--- src/rtl/uart_rx_pkt_ctrl.sv ---
// uart_rx_pkt_ctrl
// Assembles bytes from a UART receiver into checked packets of the form
//   SOF_BYTE, LEN, LEN payload bytes, CSUM   (LEN + payload + CSUM == 0 mod 256)
// buffers the payload and hands it on over a valid/ready byte stream.
// Err pulses (bit 3..0): {timeout, overrun-in-drain, bad checksum, bad length}.
// Build option: define UART_RX_PKT_TIMEOUT_EN to enable the inter-byte timeout;
// without it the FSM waits indefinitely for the next byte and Err[3] is 0.

module uart_rx_pkt_ctrl #(
    parameter int         MAX_LEN      = 16,
    parameter logic [7:0] SOF_BYTE     = 8'hA5,
    parameter int         TIMEOUT_CLKS = 416680
) (
    input  logic       Clk,
    input  logic       Rst,
    input  logic       Data_Valid,
    input  logic [7:0] Rx_Byte,
    input  logic       Pkt_Ready,
    output logic       Pkt_Valid,
    output logic [7:0] Pkt_Byte,
    output logic       Pkt_Last,
    output logic [7:0] Pkt_Len,
    output logic [3:0] Err,
    output logic       Busy
);

    // Reject parameter values the datapath cannot represent.
    if (MAX_LEN < 1 || MAX_LEN > 255) begin : g_bad_max_len
        $error("uart_rx_pkt_ctrl: MAX_LEN must be in 1..255");
    end
    if (TIMEOUT_CLKS < 1 || TIMEOUT_CLKS >= (1 << 20)) begin : g_bad_timeout
        $error("uart_rx_pkt_ctrl: TIMEOUT_CLKS must be in 1..2^20-1");
    end

    localparam int         IDX_W    = (MAX_LEN > 1) ? $clog2(MAX_LEN) : 1;
    localparam logic [7:0] MAX_BYTE = 8'(MAX_LEN);

    localparam int ERR_LEN  = 0;
    localparam int ERR_CSUM = 1;
    localparam int ERR_OVR  = 2;
    localparam int ERR_TMO  = 3;

    typedef enum logic [2:0] {
        S_IDLE,
        S_LEN,
        S_PAYLOAD,
        S_CSUM,
        S_DRAIN
    } state_t;

    state_t           state_q, state_d;
    logic [IDX_W-1:0] idx_q, idx_d;
    logic [7:0]       len_q, len_d;
    logic [7:0]       sum_q, sum_d;
    logic [3:0]       err_q, err_d;
    logic             wr_en;
    logic             tmo_hit;

    logic [7:0]       mem_q [MAX_LEN];

    // Byte index widened to the length width; at_last marks buffer[LEN-1].
    logic [7:0]       idx_ext;
    logic             at_last;
    logic [7:0]       csum_total;

    assign idx_ext    = 8'(idx_q);
    assign at_last    = (idx_ext == len_q - 8'd1);
    assign csum_total = sum_q + Rx_Byte;

`ifdef UART_RX_PKT_TIMEOUT_EN
    localparam logic [19:0] TMO_LAST = 20'(TIMEOUT_CLKS - 1);

    logic [19:0] tmo_cnt_q, tmo_cnt_d;
    logic        in_frame;

    // The timeout only guards the gap between bytes of an open frame.
    assign in_frame = (state_q == S_LEN) || (state_q == S_PAYLOAD) || (state_q == S_CSUM);
    assign tmo_hit  = in_frame && !Data_Valid && (tmo_cnt_q == TMO_LAST);

    // Timeout counter next state: restart on every byte, count while a frame is open.
    always_comb begin
        tmo_cnt_d = tmo_cnt_q + 20'd1;
        if (Data_Valid || !in_frame || tmo_hit) begin
            tmo_cnt_d = '0;
        end
    end

    // Timeout counter register.
    always_ff @(posedge Clk) begin
        if (Rst) begin
            tmo_cnt_q <= '0;
        end else begin
            tmo_cnt_q <= tmo_cnt_d;
        end
    end
`else
    assign tmo_hit = 1'b0;
`endif

    // Next-state and datapath decode for the framing FSM.
    always_comb begin
        // NOTE: every signal assigned here gets a default first, so no path can
        // leave one unassigned and infer a latch.
        state_d = state_q;
        idx_d   = idx_q;
        len_d   = len_q;
        sum_d   = sum_q;
        err_d   = '0;
        wr_en   = 1'b0;

        case (state_q)
            S_IDLE: begin
                if (Data_Valid && (Rx_Byte == SOF_BYTE)) begin
                    state_d = S_LEN;
                end
            end

            S_LEN: begin
                if (Data_Valid) begin
                    if ((Rx_Byte == 8'h00) || (Rx_Byte > MAX_BYTE)) begin
                        err_d[ERR_LEN] = 1'b1;
                        state_d        = S_IDLE;
                    end else begin
                        len_d   = Rx_Byte;
                        sum_d   = Rx_Byte;
                        idx_d   = '0;
                        state_d = S_PAYLOAD;
                    end
                end
            end

            S_PAYLOAD: begin
                if (Data_Valid) begin
                    wr_en = 1'b1;
                    sum_d = csum_total;
                    if (at_last) begin
                        idx_d   = '0;
                        state_d = S_CSUM;
                    end else begin
                        idx_d = idx_q + 1'b1;
                    end
                end
            end

            S_CSUM: begin
                if (Data_Valid) begin
                    idx_d = '0;
                    if (csum_total == 8'h00) begin
                        state_d = S_DRAIN;
                    end else begin
                        err_d[ERR_CSUM] = 1'b1;
                        state_d         = S_IDLE;
                    end
                end
            end

            S_DRAIN: begin
                // Bytes arriving while the buffer drains have nowhere to go.
                if (Data_Valid) begin
                    err_d[ERR_OVR] = 1'b1;
                end
                if (Pkt_Ready) begin
                    if (at_last) begin
                        idx_d   = '0;
                        state_d = S_IDLE;
                    end else begin
                        idx_d = idx_q + 1'b1;
                    end
                end
            end

            default: begin
                state_d = S_IDLE;
                idx_d   = '0;
            end
        endcase

        // A timeout only fires on a cycle with no byte, so it never collides
        // with the other error sources.
        if (tmo_hit) begin
            err_d          = '0;
            err_d[ERR_TMO] = 1'b1;
            idx_d          = '0;
            state_d        = S_IDLE;
        end
    end

    // FSM state and datapath registers with synchronous reset.
    always_ff @(posedge Clk) begin
        // NOTE: clocked state uses non-blocking assignments so every register
        // samples the pre-edge values regardless of statement order.
        if (Rst) begin
            state_q <= S_IDLE;
            idx_q   <= '0;
            len_q   <= '0;
            sum_q   <= '0;
            err_q   <= '0;
        end else begin
            state_q <= state_d;
            idx_q   <= idx_d;
            len_q   <= len_d;
            sum_q   <= sum_d;
            err_q   <= err_d;
        end
    end

    // Payload buffer write port.
    always_ff @(posedge Clk) begin
        // NOTE: the buffer is deliberately not reset; every entry read in DRAIN
        // was written earlier in the same packet, and an unreset array maps
        // onto plain RAM.
        if (wr_en && !Rst) begin
            mem_q[idx_q] <= Rx_Byte;
        end
    end

    assign Pkt_Valid = (state_q == S_DRAIN);
    assign Pkt_Byte  = Pkt_Valid ? mem_q[idx_q] : 8'h00;
    assign Pkt_Last  = Pkt_Valid && at_last;
    assign Pkt_Len   = Pkt_Valid ? len_q : 8'h00;
    assign Err       = err_q;
    assign Busy      = (state_q != S_IDLE);

endmodule

--- config.mk ---
export PLATFORM = sky130hd
export DESIGN_NAME = uart_rx_pkt_ctrl
export DESIGN_NICKNAME = d
export VERILOG_FILES = /design/src/rtl/uart_rx_pkt_ctrl.sv
export SDC_FILE = /design/constraint.sdc
export NUM_CORES = 1
export LEC_CHECK = 0
export BUFFER_PORTS_ARGS = -buffer_cell sky130_fd_sc_hd__buf_2
export CAP_MARGIN = 20
export CORE_MARGIN = 2
export CORE_UTILIZATION = 55
export DETAILED_ROUTE_END_ITERATION = 8
export GPL_TIMING_DRIVEN = 0
export PLACE_DENSITY = 0.73
export SYNTH_ARGS = -nofsm -noshare
export SYNTH_HDL_FRONTEND = slang
export SYNTH_SLANG_ARGS = --single-unit
--- constraint.sdc ---
create_clock -name Clk -period 2.51 [get_ports Clk]
set_input_delay 0.3765 -clock Clk [delete_from_list [all_inputs] [get_ports Clk]]
set_output_delay 0.3765 -clock Clk [all_outputs]
set_load 0.1 [all_outputs]
==> summary by stage <==
STA
The maximum achievable frequency is about 360 MHz. Setup violations remaining at the end of the flow were counted as 9. Setup slack on the critical path of the routed design comes to -0.266 ns. In this run the tightest slew margin relative to its limit is 0.470.

The worst-case clock skew is 0.00545 ns. Setup repair after global routing could not meet its margin everywhere. The count of final max-slew check failures is 0.

The final count of hold timing violations is 0. The transition time of the tightest slew-check pin is around 0.79 ns. Dividing the final minimum period by the clock period gives 1.11. In the final timing run, aggregate negative setup slack is -2.22 ns. The minimum clock period after layout is 2.78 ns.

Routing
The detailed-router iteration count before antenna repair is 5. The number of nets with antenna violations after detailed routing is 0. The total routed wirelength is about 15 mm.

After detailed routing, the met2 layer carries roughly 7.8 mm of wire. Dividing the detail-routed wire length by the instance count gives around 22 um. Summed over all nets, wire length on met3 after detailed routing comes to just under 1 mm. The number of DRC violations after detailed routing is 0. For this block, wires on met1 add up to just under 6 mm. The detailed router used layers up to and including met4. The overall via count from detail_route is 3912. The per-cell via count in the routed design is just under 6. The first routing iteration left around 280 violations.

Setup path
The data arrival time of the critical path is approximately 2.4 ns. The startpoint kind of the worst setup timing path is a register. At the worst endpoint, the required time is 2.13 ns. The capture instance of the worst register-to-register path is Err[1]. The worst setup path is of the reg -> out kind. Along the worst path, the maximum fanout reaches 7. The worst register-to-register path has a setup slack of ~0.2 ns. The startpoint identified for the worst register-to-register timing path is sum_q[0].

The category of the worst setup path capture point is a primary output. The cell count of the worst reg-to-reg path is 9.

Yosys
The share of synthesized registers carrying an async set or reset is 0. The commonest cells after synthesis are sky130_fd_sc_hd__edfxtp_1 (128), sky130_fd_sc_hd__mux4_2 (40), sky130_fd_sc_hd__nor2_1 (39). When the netlist entered floorplanning its net count stood at around 460. The total of warnings raised by yosys is 0. Among all flip-flop cells after synthesis, the most frequent one is sky130_fd_sc_hd__edfxtp_1. The number of different library cells in the post-synthesis netlist is 53. The cell type with the largest total area after synthesis is sky130_fd_sc_hd__edfxtp_1. The sequential area share after synthesis is 0.652.

The synthesized instance count is roughly 430. The synthesized cell area is just under 7000 um^2. The number of synthesized register bits is between 150 and 200. The cell with the most instances after synthesis is sky130_fd_sc_hd__edfxtp_1.

The synthesized area per cell is roughly 16 um^2. The top cell type's share of synthesized area is 0.564. Counting flops with a built-in enable in the synthesized netlist gives about 130. Sorting the synthesized cells by area gives the leading types as sky130_fd_sc_hd__edfxtp_1 (56%), sky130_fd_sc_hd__mux4_2 (13%), sky130_fd_sc_hd__dfxtp_1 (8.8%).

Pwr
The highest ir drop seen on vdd is 456 uV. The total power consumption of the routed design is 5.58 mW. The power per cell area is 684 nW/um^2.

The analysis attributes to cell leakage a power of around 2.7 nW.

Cells and area
The ratio of cells with drive above 1 in the final layout is 0.341. The repair_antennas step left the layout with diodes totalling 0. The finished cells cover a little over 8000 um^2.

The total number of nets in the final design is between 500 and 600. The layout overhead on the synthesized area is 19.6%.

Global route
The first global-routing pass estimated between 20 and 25 mm of wire. The initial antenna violation count is 0. The global-route usage over all layers is 0.239.

The via count of the first global-routing pass was around 4000. The total congestion overflow after global routing is 0. The largest net degree at the start of global routing is 23.

Floorplanning
The core area is between 10000 and 15000 um^2. The floorplan die height is approximately 120 um. The floorplan step set the die width to around 120 um. For this configuration, the core starts out at a cell density of 0.565. The die outline area is 13300 um^2.

Pin placement for this block handled 35 I/O pins. The row count is 40.

Clock network
The clock net sink count is around 160. At the later pin of the worst-skew pair, clock insertion delay measures roughly 0.42 ns. The clock root buffer is sky130_fd_sc_hd__clkbuf_16. The number of buffers added by the clock tree synthesis step is 17. After clock tree synthesis, the clock-pin slew on the worst setup and hold paths is 0.06 ns. The number of H-tree levels is 4. The TritonCTS clock tree is yes.

The maximum root-to-sink buffer count is 2.

Min path
The worst hold path begins at Rst. The worst hold path endpoint is Err[2]. The path class of the tightest hold or removal check is in -> reg. The number of cells traversed by the worst hold path is 3.

Place
The congestion estimate from routability-driven global placement came to roughly 0.79. After detailed placement, the total cell area comes to 7240 um^2. The pre-CTS worst setup slack is -0.366 ns.

The quantity of I/O buffers inserted on ports is 33. The wire-length estimate of the detail-placed layout is a little over 9 mm.

Run status
The final reports fail on setup timing. The run finished, with violations left.

Job
The number of max-capacitance violations reported is 0.
-- worst max path at each step --
| stage | start | endpoint | cells past startpoint | slack (ns) |
|---|---|---|---|---|
| after floorplan | len_q[0] | Pkt_Last | 6 | 0.02 |
| after global placement | state_q[2] | mem_q[0][5] | 6 | -0.51 |
| after detailed placement | Rx_Byte[0] | Err[1] | 10 | -0.37 |
| after CTS | register | Pkt_Byte[5] | 6 | -0.33 |
| after global routing | register | Pkt_Byte[0] | 5 | -0.32 |
| final | register | Pkt_Byte[1] | 5 | -0.27 |
-- cell families (layout without fill, tap and decap cells) --
| kind of cell | after synthesis | in the layout | share of synthesized area |
|---|---|---|---|
| and+or+nand+nor | 124 | 124 | 0.0997 |
| buffers and inverters | 34 | 104 | 0.0215 |
| muxes | 49 | 49 | 0.145 |
| AOI/OAI and AO/OA | 43 | 43 | 0.0433 |
| DFF | 158 | 158 | 0.652 |
| xor gates and xnor gates | 10 | 10 | 0.0128 |
| other | 1 | 1 | 0.000550 |
| adders and majority gates | 13 | 13 | 0.0250 |
-- routing by layer --
layer  global-route usage  up-vias
met1                0.305     1965
met4               0.0795        0
met2                0.410      133
met3               0.0532       19
met5                    0        -
li1                     -     1795
-- report_power, final --
part	switching [mW]	leakage, nW	internal, mW
clock network	1.03	0.271	1.41
registers	0.00812	1.39	2.84
logic	0.195	1.06	0.0956
total	1.23	2.73	4.35
-- critical path, cell delays in order, from the launching register on --
cell and delay, ns:
sky130_fd_sc_hd__dfxtp_4 0.44, sky130_fd_sc_hd__buf_12 0.16, sky130_fd_sc_hd__mux4_2 0.56, sky130_fd_sc_hd__mux4_2 0.49, sky130_fd_sc_hd__and2_4 0.16, sky130_fd_sc_hd__buf_12 0.16
-- cells in the final DEF, fill, tap and decap left out, types with 5 or more instances in the layout --
| cell | Yosys | routed |
|---|---|---|
| sky130_fd_sc_hd__inv_1 | 13 | 10 |
| sky130_fd_sc_hd__buf_4 | 1 | 9 |
| sky130_fd_sc_hd__nor3_1 | 10 | 6 |
| sky130_fd_sc_hd__ha_1 | 12 | 11 |
| sky130_fd_sc_hd__edfxtp_1 | 128 | 128 |
| sky130_fd_sc_hd__nand3_1 | 11 | 11 |
| sky130_fd_sc_hd__and2_4 | 0 | 8 |
| sky130_fd_sc_hd__mux4_2 | 40 | 40 |
| sky130_fd_sc_hd__and2_1 | 16 | 7 |
| sky130_fd_sc_hd__buf_12 | 0 | 11 |
| sky130_fd_sc_hd__nor2_1 | 39 | 26 |
| sky130_fd_sc_hd__buf_2 | 6 | 25 |
| sky130_fd_sc_hd__a21oi_1 | 14 | 14 |
| sky130_fd_sc_hd__mux2i_1 | 9 | 9 |
| sky130_fd_sc_hd__nor2b_1 | 6 | 5 |
| sky130_fd_sc_hd__nand2_1 | 15 | 15 |
| sky130_fd_sc_hd__clkbuf_16 | 0 | 17 |
| sky130_fd_sc_hd__nor2_2 | 0 | 13 |
| sky130_fd_sc_hd__dfxtp_1 | 30 | 27 |
| sky130_fd_sc_hd__and3b_1 | 5 | 5 |
| sky130_fd_sc_hd__o21ai_0 | 7 | 7 |
| sky130_fd_sc_hd__xnor2_1 | 6 | 5 |
-- what timing repair did --
| item | in CTS | in global routing |
|---|---|---|
| setup endpoints to repair | 43 | 135 |
| buffers inserted | 5 | 3 |
| pin swaps | 3 | 7 |
| hold buffers | 0 | 0 |
| cloned | 2 | 0 |
| gates resized for setup | 67 | 31 |
-- registers in the layout (all words and copies together) (netlist names), named ones only --
signal and flops:
mem_q 128, len_q 8, sum_q 8, idx_q 4
Err 3, state_q 3
-- through the flow --
stage | utilization | cells | hold WS [ns]
6_report | 0.676 | 670 | 0.309
5_1_grt | 0.676 | 670 | 0.346
4_1_cts | 0.673 | 670 | 0.280
3_5_place_dp | 0.600 | 633 | 0.477
3_3_place_gp | 0.598 | 633 | 0.470
2_1_floorplan | - | 432 | 0.453
-- area by class of cell --
cell class,count,area (um^2)
multi-input cells,240,2360
repair buffers,41,392
plain buffers,17,120
flip-flops and latches,158,4450
well taps,168,210
clock inverters,13,115
clock buffers,19,453
inverters,14,52.6
fillers,808,3910
Power figures use the tool's default switching activity.
